<file path="src/rtl/ppu_mixed_dpram.sv">
// Mixed-width dual-port RAM for PPU sprite/attribute tables.
// Port A is a wide word port with per-slice write mask. Port B is a narrow
// slice port. A clear engine fills every word with CLEAR_VALUE after reset
// or on request. Port B wins same-slice write collisions.
module ppu_mixed_dpram #(
  parameter int unsigned A_WIDTH = 8,
  parameter int unsigned B_WIDTH = 2,
  parameter int unsigned A_DEPTH = 32,
  localparam int unsigned R = A_WIDTH / B_WIDTH,
  parameter bit RDW_NEW = 1'b0,
  parameter bit OUT_REG = 1'b0,
  parameter logic [A_WIDTH-1:0] CLEAR_VALUE = '0
) (
  input  logic                           clock,
  input  logic                           reset_n,
  input  logic [$clog2(A_DEPTH)-1:0]     address_a,
  input  logic [A_WIDTH-1:0]             data_a,
  input  logic                           wren_a,
  input  logic [R-1:0]                   wmask_a,
  output logic [A_WIDTH-1:0]             q_a,
  input  logic [$clog2(A_DEPTH*R)-1:0]   address_b,
  input  logic [B_WIDTH-1:0]             data_b,
  input  logic                           wren_b,
  output logic [B_WIDTH-1:0]             q_b,
  input  logic                           clear_req,
  output logic                           busy
);

  localparam int unsigned AW  = $clog2(A_DEPTH);
  localparam int unsigned BAW = $clog2(A_DEPTH * R);

  typedef enum logic {IDLE, CLEAR} state_t;

  state_t            state_q, state_d;
  logic [AW-1:0]     cnt_q, cnt_d;

  logic [B_WIDTH-1:0] mem [A_DEPTH*R];
  logic [BAW-1:0]     a_idx [R];
  logic [AW-1:0]      word_sel;
  logic               rd_en;

  logic [A_WIDTH-1:0] rd_a;
  logic [B_WIDTH-1:0] rd_b;
  logic [B_WIDTH-1:0] a_slc;

  logic [A_WIDTH-1:0] qa1, qa2;
  logic [B_WIDTH-1:0] qb1, qb2;

  assign busy     = (state_q == CLEAR);
  assign rd_en    = ~busy & ~clear_req;
  // The clear sweep borrows the port-A word path, so one index table serves both.
  assign word_sel = busy ? cnt_q : address_a;

  // Slice addresses of the word currently on the port-A path
  always_comb begin
    for (int unsigned i = 0; i < R; i++) begin
      a_idx[i] = BAW'(word_sel) * BAW'(R) + BAW'(i);
    end
  end

  // Clear-engine state register and word counter
  always_ff @(posedge clock or negedge reset_n) begin
    if (!reset_n) begin
      state_q <= CLEAR;
      cnt_q   <= '0;
    end else begin
      state_q <= state_d;
      cnt_q   <= cnt_d;
    end
  end

  // Clear-engine next state: one word per cycle, request ignored mid-sweep
  always_comb begin
    state_d = state_q;
    cnt_d   = cnt_q;
    case (state_q)
      IDLE: begin
        if (clear_req) begin
          state_d = CLEAR;
          cnt_d   = '0;
        end
      end
      CLEAR: begin
        cnt_d = cnt_q + 1'b1;
        if (cnt_q == AW'(A_DEPTH - 1)) begin
          state_d = IDLE;
          cnt_d   = '0;
        end
      end
      default: begin
        state_d = CLEAR;
        cnt_d   = '0;
      end
    endcase
  end

  // Array writes: clear sweep, else masked port-A then port-B
  always_ff @(posedge clock) begin
    if (busy) begin
      for (int unsigned i = 0; i < R; i++) begin
        mem[a_idx[i]] <= CLEAR_VALUE[i*B_WIDTH +: B_WIDTH];
      end
    end else begin
      if (wren_a) begin
        for (int unsigned i = 0; i < R; i++) begin
          if (wmask_a[i]) mem[a_idx[i]] <= data_a[i*B_WIDTH +: B_WIDTH];
        end
      end
      // Issued after port A so that the later assignment wins a shared slice.
      if (wren_b) mem[address_b] <= data_b;
    end
  end

  // Read data, optionally forwarding this edge's writes (port B priority)
  always_comb begin
    rd_a  = '0;
    a_slc = '0;
    for (int unsigned i = 0; i < R; i++) begin
      a_slc = mem[a_idx[i]];
      if (RDW_NEW) begin
        if (wren_a && wmask_a[i])            a_slc = data_a[i*B_WIDTH +: B_WIDTH];
        if (wren_b && address_b == a_idx[i]) a_slc = data_b;
      end
      rd_a[i*B_WIDTH +: B_WIDTH] = a_slc;
    end
    rd_b = mem[address_b];
    if (RDW_NEW) begin
      for (int unsigned i = 0; i < R; i++) begin
        if (wren_a && wmask_a[i] && a_idx[i] == address_b) rd_b = data_a[i*B_WIDTH +: B_WIDTH];
      end
      if (wren_b) rd_b = data_b;
    end
  end

  // Output registers; both stages forced to zero while clearing
  always_ff @(posedge clock or negedge reset_n) begin
    if (!reset_n) begin
      qa1 <= '0;
      qa2 <= '0;
      qb1 <= '0;
      qb2 <= '0;
    end else if (rd_en) begin
      qa1 <= rd_a;
      qb1 <= rd_b;
      qa2 <= qa1;
      qb2 <= qb1;
    end else begin
      qa1 <= '0;
      qa2 <= '0;
      qb1 <= '0;
      qb2 <= '0;
    end
  end

  assign q_a = OUT_REG ? qa2 : qa1;
  assign q_b = OUT_REG ? qb2 : qb1;

endmodule

</file>
<file path="config.mk">
export PLATFORM = sky130hd
export DESIGN_NAME = ppu_mixed_dpram
export DESIGN_NICKNAME = d
export VERILOG_FILES = /design/src/rtl/ppu_mixed_dpram.sv
export SDC_FILE = /design/constraint.sdc
export NUM_CORES = 1
export LEC_CHECK = 0
export BUFFER_PORTS_ARGS = -buffer_cell sky130_fd_sc_hd__buf_4
export CAP_MARGIN = 20
export CORE_ASPECT_RATIO = 0.6
export CORE_MARGIN = 3
export CORE_UTILIZATION = 25
export DETAILED_ROUTE_END_ITERATION = 16
export HOLD_SLACK_MARGIN = 0.05
export PLACE_DENSITY = 0.47
export SETUP_SLACK_MARGIN = 0.5
export SLEW_MARGIN = 5
export SYNTH_ARGS = -nofsm -noshare
export SYNTH_HDL_FRONTEND = slang
export SYNTH_SLANG_ARGS = --single-unit
</file>
<file path="constraint.sdc">
create_clock -name clock -period 5.11 [get_ports clock]
set_input_delay 1.022 -clock clock [delete_from_list [all_inputs] [get_ports clock]]
set_output_delay 1.022 -clock clock [all_outputs]
set_load 0.005 [all_outputs]
</file>
# Yosys cells after proc, flatten, opt, wreduce, memory -nomap -nowiden
# Memory sizes are Yosys's and may differ from the RTL's.
# Cells that the tools add are included.
[op_classes] n_mux=34 addsub=4 n_bitwise=7 eq_ne=2
[op_table] operator="$mux W1" n=23
[op_table] operator="$mux W5" n=3
[op_table] operator="$add A7 B2 Y7 const B" n=2
[op_table] operator="$mux W2" n=5
[op_table] operator="$pmux W5 S2" n=1
[op_table] operator="$mux W8" n=1
[op_table] operator="$add A7 B1 Y7 const B" n=1
[op_table] operator="$add A5 B1 Y5 const B" n=1
[op_table] operator="$eq A5 B5 Y1 const B" n=1
[op_table] operator="$or A1 B1 Y1" n=4
[op_table] operator="$ne A2 B2 Y1 const B" n=1
[op_table] operator="$not A1 Y1" n=2
[op_table] operator="$pmux W1 S2" n=1
[op_table] operator="$and A1 B1 Y1" n=1
[totals] ram_bits=256 out_inout_bits=11 regBits=16 word_cells=52 n_memories=1
[mem_list] memory="mem" depth=128 width=2 rd=5 rd_ports_with_merged_regs=0 write_ports=5 line_no="37" source="logic [B_WIDTH-1:0] mem [A_DEPTH*R];"

# Longest topological paths before layout
# Gate-level depths: netlist (run 1).
[logic_depth] depth_word=5 ltp_mapped=10 mapped_depth_nobuf=6

# Least setup slack after synthesis (run 1)
# Ideal clock, no wire load.
[synth_timing] path_type="input port to flip-flop" from="in address_b[6]" to="mem mem[116][0] (data pin)" arrival_time_ns=2.517 cell_stages=5 path_buffers=1 setup_slack_ns=2.331 required_time_ns=4.848 setup_time_ns=0.262 path_cell_list="clkbuf_1 > nand2_1 > or3_1 > or3_1 > mux2_1"
[synth_lines] item="from (decl)" line_no="21" source="input logic [$clog2(A_DEPTH*R)-1:0] address_b,"
[synth_lines] item="to (decl)" line_no="37"

# Worst setup path after layout (run 1)
[layout_timing] from="reg state_q (netlist: busy)" to="reg qa1[1] (netlist: q_a[1])"
[layout_between] elab_chain_len=3
[layout_rtl] item="from (decl)" line_no="34" source="state_t state_q, state_d;"
[layout_rtl] item="from (signal assigned)" line_no="67" source="state_q <= state_d;"
[layout_rtl] item="$mux W5 or $not A1 Y1 (tied branches)"
[layout_rtl] item="$mem_v2 Z128 W2 or $and A1 B1 Y1 (tied branches)"
[layout_rtl] item="$mux W8 (*)" line_no="142" source="end else if (rd_en) begin"
[layout_rtl] item="to (signal assigned)" line_no="143" source="qa1 <= rd_a;"
[layout_rtl] item="to (decl)" line_no="46" source="logic [A_WIDTH-1:0] qa1, qa2;"
# Mark *: on every way between the ends. The rest lies on a longest branch, timed or not.
# A chain may end at the register's enable or synchronous reset.

==> out/results.txt, run 1 <==
CP endpoint kind -> flip-flop
Largest net degree at the start of global routing -> 85
Slowest cell on crit path -> dfstp_2
Reg clk slew, reported paths -> 0.07 ns
Total Routing Usage GR -> 18.6%
NumNets Final -> 1824
Initial antenna violation count -> 1
CTS Buf Count -> 28
First-pass GRT wire length -> 101 mm
Predominant post-synthesis flop cell -> edfxtp_1
Starting Density -> 25.4%
Share of cells above drive strength 1 -> 16.8%
Post-Place Setup Slack -> 1.11 ns
Final worst slack -> 1.27 ns
Yosys warnings -> 0
Grt ovf -> 0
XOR/XNOR share of the synthesized area -> 0.101%
# IOs -> 42
Largest family of logic cells by synthesized area -> multiplexers
Post-route design area -> 0.0197 mm²
TritonRoute pass-1 iters -> 5
Post-synthesis simple-gate area fraction -> 15.4%
Vias per std cell -> 5.59
Setup CP Type -> reg2reg
Clk sinks -> 272
Max IR drop VDD -> 0.000316 V
Insertion delay of the later-clocked pin in the worst-skew pair -> 0.60 ns
Startpoint Class -> flip-flop
CP max stage delay -> 1.12 ns
Area leader, netlist -> edfxtp_1
I/O Buffers -> 41
Largest cells by area after synthesis -> edfxtp_1 (44%), mux2_2 (9.3%), mux2i_1 (9.0%), nand2_1 (8.4%), o21ai_0 (6.4%)
Clock tree root driver cell -> clkbuf_16
Core ar. -> 0.0684 mm²
Ys async rst share -> 5.88%
GPL Wtd Cong -> 0.923
Final wirelength -> 70.1 mm
Synth Area in Compound Gates -> 15.3%
Clock Skew -> 0.0198 ns
Post-cts resize count -> 0
CTS Hold Buffers Added -> 0
#FFs+latches synth -> 272
Setup-failing EPs final -> 0
Fmax -> 260 MHz
Vias in the first global route -> 14400
Netlist cell types -> 49
Final hold slack -> 0.306 ns
ANT cells -> 0
Clock buffer depth -> 3
Sequential share of the synthesized area -> 46.5%
PD cells -> 420 mW/mm²
Htree depth -> 1
Max transition margin -> 22.0%
Area growth, synth to finish -> 13.3%
Chip height -> 210 µm
CP Cell Sequence -> mux2_4, buf_4, nand2_1, a32oi_1, a31oi_1, or4_1, nor2_1
RSZ-0062 raised after global routing -> false
Slew @ Worst Pin -> 1.17 ns
First DRT Iteration DRCs -> 2025
DIE AREA -> 0.0729 mm²
Post-synthesis cell count -> 1829
Hold Vio Cnt, Final -> 0
DRC -> 0
Pleak -> 6.91 nW
Fraction of synthesized area in multiplexers -> 18.6%
Slew Limit Fails -> 0
Antenna viol nets, final -> 0
Syn nets -> 1862
Post-DP Area -> 0.0187 mm²
Vias post-DR -> 15200
Crit Path Max Fanout -> 66
Max Cap Viol -> 0
Arrival time worst endpoint -> 4.36 ns
Mean Syn Cell Area -> 9.51 µm²
Tmin final -> 3.84 ns
Post-DR wirelength/cell -> 25.7 µm
CP required -> 5.63 ns
Synth top area share -> 44.2%
Die Width -> 347 µm
TritonCTS clock tree -> yes
Synthesized area -> 0.0174 mm²
EDFF count, synth -> 256
Hold crit path type -> in2async
Post-CTS Repair Setup Buffers -> 0
Outcome -> finished clean
Sum of negative setup slack -> 0 ns
Dominant cell by count in the synthesized netlist -> nand2_1
Hpwl dp -> 49.4 mm
Tcrit/Tclk final -> 75.2%
Adder-Cell Fraction of Synth Area -> 0.144%
Row cnt -> 74
Post-synth top cells -> nand2_1 (388), edfxtp_1 (256), o21ai_0 (221)
==> worst max-delay path, delay by kind of cell (launching register included) <==
kind,cells,cell delay (ns)
AOI/OAI and AO/OA,2,0.60
buffers and inverters,1,0.36
DFF,1,1.12
and+or+nand+nor,3,0.73
muxes,1,0.87
==> kinds of logic after synthesis <==
kind of cell / Yosys count
AOI/OAI and AO/OA: 447
xor gates and xnor gates: 2
adders and majority gates: 2
buffers and inverters: 167
DFF: 272
muxes: 303
and+or+nand+nor: 636
==> cell usage in the layout, fill, tap and decap left out, types with 5 or more instances in the layout <==
cell,n
nor2b_1,8
dfrtp_1,15
mux2_2,143
clkinv_2,7
bufinv_16,5
nor2_1,87
buf_4,91
nand2b_1,14
nor3_1,16
mux2i_1,156
a21oi_1,5
a41oi_1,8
a32oi_1,29
o21ai_0,221
nand2_1,388
o22ai_1,120
edfxtp_1,256
clkbuf_16,29
o21bai_1,9
a31oi_1,28
or4_1,7
a22oi_1,11
nand3_1,88
and2_1,5
==> metal layers <==
| metal | share of wire, % | track usage, % |
|---|---|---|
| met4 | 1.8 | 3.50 |
| met1 | 47 | 28.7 |
| met3 | 9.9 | 4.15 |
| met5 | 0 | 0 |
| met2 | 41 | 26.5 |
==> path summary, 6_finish.rpt <==
path / cells past startpoint / slack (ns) / to / startpoint
max in group asynchronous: 1 / 4.53 / busy / reset_n
worst min register to register: 2 / 0.63 / cnt_q[1] / cnt_q[1]
worst max-delay path: 7 / 1.27 / q_a[1] / busy
min in group clock: 2 / 0.63 / cnt_q[1] / cnt_q[1]
worst min-delay path: 1 / 0.31 / q_a[3] / reset_n
worst max register to register: 7 / 1.27 / q_a[1] / busy
==> sequential cells by signal, summed over array words and instances, names as in the netlist <==
signal and count:
q_a 8, q_b 2, cnt_q 5, busy 1, mem 256
==> area by class of cell <==
| class | count | area, µm² |
|---|---|---|
| Fill cell | 7096 | 48700 |
| Multi-Input combinational cell | 1390 | 8720 |
| Sequential cell | 272 | 8090 |
| Tap cell | 912 | 1140 |
| Clock buffer | 36 | 782 |
| Timing Repair Buffer | 95 | 749 |
| Clock inverter | 15 | 205 |
| Inverter | 4 | 15.0 |
==> report_power, final <==
part           leakage (nW)  internal, mW  switching, mW
clock                 0.488          1.33          0.976
sequential             2.59          2.74          0.207
combinational          3.83         0.923           2.11
==> stage by stage <==
step | power (mW) | cells | util (%)
finish | 8.28 | 2724 | 28.8
global route | 8.59 | 2724 | 28.8
CTS | 8.21 | 2722 | 28.8
detailed placement | 5.92 | 2671 | 27.3
global placement | 5.91 | 2671 | 27.3
floorplan | 4.79 | 1829 | -
(Power assumes the default switching activity.)
==> run 2: changes to the inputs <==
Settings changed: ABC_AREA set to 1, PLACE_DENSITY 0.47 to 0.48.
Clock period 5.11 ns to 3.2 ns, I/O delays scaled along.
==> run 2 against run 1 <==
Clock-buffer cell count fell by 2. Non-clock buffer count up 41. Cell count grew 30%. Register-to-register slack lost 0.72 ns. Critical path type unchanged. Critical endpoint is now q_a[6]. Largest cell class unchanged.
==> out/results.txt, run 2 <==
ANT cells -> 0 (unchanged)
Mean Syn Cell Area -> 7.16 µm² (-25%)
Filler Cell Count -> 7659 (+7.9%)
Grt ovf -> 0 (unchanged)
Initial antenna violation count -> 0 (-1)
TritonCTS clock tree -> yes
Clk sinks -> 272 (unchanged)
Clock buffer depth -> 3 (unchanged)
Arrival time worst endpoint -> 3.14 ns (-1.22 ns)
Reg clk slew, reported paths -> 0.07 ns (about the same)
CP Cell Sequence -> inv_2, nand2_4, nand2_8, inv_1, buf_12, o21ai_0, o21ai_0, o21ai_1, buf_4, nand2_1, nor2_1, nor2_1
I/O Buffers -> 41 (unchanged)
CP max stage delay -> 0.60 ns (-0.52 ns)
TritonRoute pass-1 iters -> 6 (+1)
Post-DR wirelength/cell -> 22.5 µm (-13%)
Max Cap Viol -> 0 (unchanged)
DIE AREA -> 0.0762 mm² (+4.6%)
GPL Wtd Cong -> 0.934 (+1.3%)
PD cells -> 681 mW/mm² (+62%)
Largest Register -> mem
Dominant cell by count in the synthesized netlist -> nand2_1
Synthesized area -> 0.0182 mm² (+4.7%)
Cell family with the largest share of critical-path delay -> buffers and inverters
First-pass GRT wire length -> 115 mm (+14%)
Sum of negative setup slack -> 0 ns (unchanged)
Die Width -> 354 µm (+2.3%)
Hold Vio Cnt, Final -> 0 (unchanged)
Area leader, netlist -> edfxtp_1
Fmax -> 376 MHz (+45%)
Vias in the first global route -> 16800 (+17%)
Largest net degree at the start of global routing -> 129 (+52%)
Ys async rst share -> 5.88% (unchanged)
Htree depth -> 1 (unchanged)
Vias post-DR -> 18200 (+19%)
#FFs+latches synth -> 272 (unchanged)
Clock tree root driver cell -> clkbuf_16
Startpoint Class -> flip-flop
Setup-failing EPs final -> 0 (unchanged)
Setup CP Type -> reg2reg
Most frequent cells in the layout -> nand2_1 (868), o21ai_0 (348), inv_1 (265)
RSZ-0062 raised after global routing -> false
CP required -> 3.69 ns (-1.94 ns)
Vias per std cell -> 5.15 (-8.0%)
Antenna viol nets, final -> 0 (unchanged)
Max transition margin -> 40.7% (+19 points)
Share of cells above drive strength 1 -> 9.84% (-7.0 points)
Commonest non-fill, non-tap cell in the layout -> nand2_1
Yosys warnings -> 0 (unchanged)
Netlist cell types -> 32 (-35%)
Max IR drop VDD -> 0.000433 V (+37%)
WP buf/inv -> 4 (+3)
# IOs -> 42 (unchanged)
Register area -> 0.00809 mm² (unchanged)
DRC -> 0 (unchanged)
Largest cells by area after synthesis -> edfxtp_1 (42%), nand2_1 (18%), o21ai_0 (10%), inv_1 (5.5%), nand3_1 (4.1%)
First DRT Iteration DRCs -> 2629 (+30%)
Row cnt -> 75 (+1.4%)
Tcrit/Tclk final -> 83.0% (+7.8 points)
Post-synthesis cell count -> 2545 (+39%)
Area growth, synth to finish -> 14.9%
Slowest cell on crit path -> dfstp_2
Final hold slack -> 0.274 ns (-0.0318 ns)
Pleak -> 8.30 nW (+20%)
Starting Density -> 25.6% (+0.21 points)
Predominant post-synthesis flop cell -> edfxtp_1
Multi-input logic area -> 0.00843 mm² (-3.4%)
CTS Buf Count -> 29 (+3.6%)
Tmin final -> 2.66 ns (-1.19 ns)
Slew @ Worst Pin -> 0.888 ns (-0.279 ns)
Slew Limit Fails -> 0 (unchanged)
NumNets Final -> 2583 (+42%)
Syn nets -> 2578 (+38%)
Core ar. -> 0.0710 mm² (+3.8%)
Clock Skew -> 0.0127 ns (-0.00704 ns)
Sequential share of the synthesized area -> 44.4% (-2.1 points)
Crit Path Max Fanout -> 40 (-39%)
Outcome -> finished clean
EDFF count, synth -> 256 (unchanged)
Final wirelength -> 79.6 mm (+13%)
CP endpoint kind -> flip-flop
Hold crit path type -> in2reg
Max reg flops -> 256 (unchanged)
Total Routing Usage GR -> 20.3% (+1.7 points)
Post-synth top cells -> nand2_1 (873), o21ai_0 (379), inv_1 (267)
Hpwl dp -> 53.1 mm (+7.6%)
Synth top area share -> 42.2% (-2.0 points)
Chip height -> 215 µm (+2.2%)
Insertion delay of the later-clocked pin in the worst-skew pair -> 0.60 ns (about the same)
## run 2: cell type report
class,count,share of cell area [%]
clock buffer,34,3.56
clock inverter,19,0.933
timing repair buffer,136,5.83
tap,962,5.75
inverter,279,5.03
sequential,272,38.6
multi-input combinational,1832,40.3
## run 2: logic make-up (layout without fill, tap and decap cells)
group           Yosys count  after routing  synth area share, %
simple gates           1237           1238                 27.5
compound gates          590            590                 17.5
buf+inv                 442            468                 10.3
flops                   272            272                 44.4
fa+ha+maj                 2              2                0.137
xor+xnor                  2              2               0.0962
## run 2: per-stage QoR
stage / utilization, % / instance area (µm²) / power (mW) / cells / setup slack (ns)
after floorplan: - / 18200 / 8.02 / 2545 / 1.05
after global placement: 28.0 / 19900 / 10.3 / 3474 / 0.309
after detailed placement: 28.0 / 19900 / 10.3 / 3474 / 0.279
after CTS: 29.4 / 20900 / 14.0 / 3532 / 0.450
after global routing: 29.5 / 20900 / 14.9 / 3534 / 0.494
final: 29.5 / 20900 / 14.3 / 3534 / 0.543
## run 2: power breakdown
group / internal (mW) / leakage, nW / switching, mW
logic: 1.57 / 5.28 / 4.34
clock network: 1.98 / 0.453 / 1.61
registers: 4.49 / 2.57 / 0.268
## run 2: final timing paths
kind	from	end	slack, ns	cells after the start
worst min register to register	cnt_q[0]	cnt_q[0]	0.61	1
max in group asynchronous	reset_n	busy	2.47	2
worst min-delay path	clear_req	busy	0.27	3
worst max register to register	busy	q_a[6]	0.54	12
worst max-delay path	busy	q_a[6]	0.54	12
min in group asynchronous	reset_n	cnt_q[3]	0.46	2
## run 2: layer usage
layer | share of wire [%] | global-route usage (%) | vias to the layer above
li1 | - | - | 8412
met1 | 47 | 31.7 | 8543
met2 | 37 | 26.5 | 1115
met3 | 14 | 6.75 | 122
met4 | 2.1 | 4.06 | 0
met5 | 0 | 0 | -
## run 2: timing repair
item / CTS / global route
resized for setup: 7 / 38
pin swaps: 1 / 1
cloned: 0 / 1
endpoints found under the hold margin: 15 / 0
hold buffers: 1 / 0
buffers inserted: 4 / 1
setup endpoints to repair: 109 / 140
## run 2: worst register-to-register path, stage by stage, from the launching register on
cell and delay [ns]:
dfstp_2 0.60, inv_2 0.09, nand2_4 0.11, nand2_8 0.14
inv_1 0.14, buf_12 0.24, o21ai_0 0.21, o21ai_0 0.28
o21ai_1 0.21, buf_4 0.19, nand2_1 0.09, nor2_1 0.05
nor2_1 0.20
==> run 3: changes to the inputs <==
Settings changed: ABC_AREA 1 to 0.
Clock period 3.2 ns to 2.2 ns, I/O delays scaled along.
==> run 3 against run 2 <==
Flip-flop and latch count stayed put. Die area is 4.4% lower. Maximum frequency is 1.3% higher. Worst setup slack worse by 0.97 ns. The run now ends with negative setup slack left. Cell area is 17% higher. Clock power is 47% higher. Sequential power is 42% higher. Clock skew is 0.00077 ns lower. Register-to-register slack worse by 0.97 ns. Routed wire length is 3.7% lower.
==> out/results.txt, run 3 (synthesis gave the netlist of run 1 again) <==
Vias post-DR -> 16600 (-8.9%)
Comb power frac -> 51.0% (+9.6 points)
Commonest non-fill, non-tap cell in the layout -> nand2_1
Starting Density -> 25.4% (-0.21 points)
Fmax -> 381 MHz (+1.3%)
I/O Buffers -> 41 (unchanged)
CP max stage delay -> 0.60 ns (about the same)
Share of cells above drive strength 1 -> 38.4% (+29 points)
Crit Path Max Fanout -> 5 (-88%)
Hold Vio Cnt, Final -> 0 (unchanged)
Hold crit path type -> in2reg
Max reg flops -> 256 (unchanged)
Hold path cells -> 2 (-1)
Sw frac -> 39.7% (-4.0 points)
Failing checks -> negative setup slack
First-pass GRT wire length -> 108 mm (-6.3%)
PD cells -> 1010 mW/mm² (+48%)
RSZ-0062 raised after global routing -> true
CTS Buf Count -> 29 (unchanged)
NetSw -> 9.76 mW (+57%)
Arrival time worst endpoint -> 3.15 ns (about the same)
Post-Place Setup Slack -> -0.545 ns (-0.824 ns)
Slew @ Worst Pin -> 0.739 ns (-0.149 ns)
Largest Register -> mem
Final worst slack -> -0.422 ns (-0.965 ns)
# IOs -> 42 (unchanged)
Max IR drop VDD -> 0.000651 V (+50%)
Final wirelength -> 76.6 mm (-3.7%)
Max Cap Viol -> 0 (unchanged)
Tmin final -> 2.62 ns (-0.0349 ns)
DIE AREA -> 0.0729 mm² (-4.4%)
Tcrit/Tclk final -> 119% (+36 points)
TritonCTS clock tree -> yes
Post-route design area -> 0.0244 mm² (+17%)
Hpwl dp -> 54.7 mm (+3.1%)
Non-Filler Instances -> 2975 (-16%)
Area growth, synth to finish -> 40.4%
Htree depth -> 1 (unchanged)
Chip height -> 210 µm (-2.2%)
Post-DP Area -> 0.0210 mm² (+5.4%)
TritonRoute pass-1 iters -> 7 (+1)
Insertion delay of the later-clocked pin in the worst-skew pair -> 0.60 ns (about the same)
Reg clk slew, reported paths -> 0.06 ns (about the same)
Reg2Reg Setup Slack -> -0.42 ns (-0.97 ns)
Pleak -> 9.21 nW (+11%)
Max transition margin -> 50.1% (+9.4 points)
Core ar. -> 0.0684 mm² (-3.7%)
Startpoint Class -> flip-flop
First DRT Iteration DRCs -> 2214 (-16%)
Largest net degree at the start of global routing -> 43 (-67%)
GPL Wtd Cong -> 0.972 (+4.0%)
Initial antenna violation count -> 0 (unchanged)
Row cnt -> 74 (-1.3%)
CP Cell Sequence -> buf_6, buf_12, nand2b_4, o22ai_4, buf_4, clkbuf_16, buf_4, a32oi_2, a31oi_1, or4_4, nor2_1
R2R cell count -> 11 (-1)
Reg power frac -> 27.5% (-5.9 points)
Outcome -> complete, but fails checks
Antenna viol nets, final -> 0 (unchanged)
Worst path most repeated cell -> buf_4
Setup CP Type -> reg2reg
CP endpoint kind -> flip-flop
Clock buffer depth -> 3 (unchanged)
Clock share of power -> 21.5% (-3.7 points)
Grt ovf -> 0 (unchanged)
Crit. Startpoint -> busy
DRC -> 0 (unchanged)
Slowest cell on crit path -> dfstp_2
Internal power -> 14.9 mW (+85%)
Die Width -> 347 µm (-2.2%)
Vias per std cell -> 5.57 (+8.2%)
Vias in the first global route -> 16000 (-4.9%)
Clock Skew -> 0.0120 ns (-0.000767 ns)
Most frequent cells in the layout -> nand2_1 (342), edfxtp_1 (256), buf_4 (225)
Dpl cells -> 2873 (-17%)
R2r startpoint -> busy
Total Routing Usage GR -> 20.0% (-0.32 points)
Clock tree root driver cell -> clkbuf_16
Setup-failing EPs final -> 137 (+137)
NumNets Final -> 2073 (-20%)
Clk sinks -> 272 (unchanged)
Slew Limit Fails -> 0 (unchanged)
Hold_sp -> clear_req
CP required -> 2.73 ns (-0.96 ns)
Final hold slack -> 0.0810 ns (-0.194 ns)
Post-DR wirelength/cell -> 25.7 µm (+14%)
run 3: cell count changes in the layout (fill, tap and decap cells not counted), moves of 107 or more:
cell	before	now
nand2_1	868	342
inv_1	265	4
o21ai_0	348	158
mux2i_1	0	156
mux2_2	0	142
buf_4	117	225
o21ai_1	116	9
run 3: timing repair:
item / 4_1_cts / 5_1_grt
hold endpoints to repair: 16 / 0
hold buffers: 1 / 0
endpoints found under the setup margin: 523 / 523
cloned: 5 / 2
pin swaps: 32 / 26
buffers inserted: 27 / 13
gates resized for setup: 218 / 180
run 3: final timing paths:
path / to
setup / recovery: q_a[2]
hold / removal: cnt_q[2]
setup reg to reg: q_a[2]
hold reg to reg: cnt_q[1]
max in group asynchronous: busy
min in group asynchronous: q_b[1]
run 3: routing by layer:
| metal | vias up | part of all wire, % | GRT usage, % | wire, µm |
|---|---|---|---|---|
| met4 | 0 | 2.1 | 4.10 | 1610 |
| met5 | - | 0 | 0 | 0 |
| met1 | 8287 | 46 | 30.2 | 35000 |
| met3 | 125 | 10 | 4.39 | 7870 |
| li1 | 7287 | - | - | - |
| met2 | 878 | 42 | 29.2 | 32100 |
run 3: cell type report:
type                            count  area (µm²)
Timing Repair Buffer              343        3760
Fill cell                        6757       44000
Multi-Input combinational cell   1390       10400
Sequential cell                   272        8090
Antenna cell                        1        2.50
Clock inverter                     15         181
Clock buffer                       38         779
Inverter                            4        15.0
Tap cell                          912        1140
run 3: power groups by stage:
stage	clock network [mW]	logic, mW	registers (mW)
4_1_cts	5.31	11.3	6.75
3_3_place_gp	0	8.79	6.86
6_report	5.28	12.6	6.77
5_1_grt	5.51	13.1	6.81
3_5_place_dp	0	8.89	6.86
2_1_floorplan	0	4.58	6.67
run 3: per-stage QoR:
stage | utilization [%] | total power [mW] | TNS (ns)
2_1_floorplan | - | 11.2 | 0
3_3_place_gp | 30.6 | 15.6 | -71.33
3_5_place_dp | 30.6 | 15.7 | -86.60
4_1_cts | 34.2 | 23.3 | -12.15
5_1_grt | 35.7 | 25.4 | -25.65
6_report | 35.7 | 24.6 | -8.27
run 3: worst max-delay path: cells and delay by family, from the launching register on:
kind | cells | cell delay [ns]
AOI/OAI and AO/OA | 3 | 0.42
buffers and inverters | 5 | 0.73
DFF | 1 | 0.60
and+or+nand+nor | 3 | 0.79
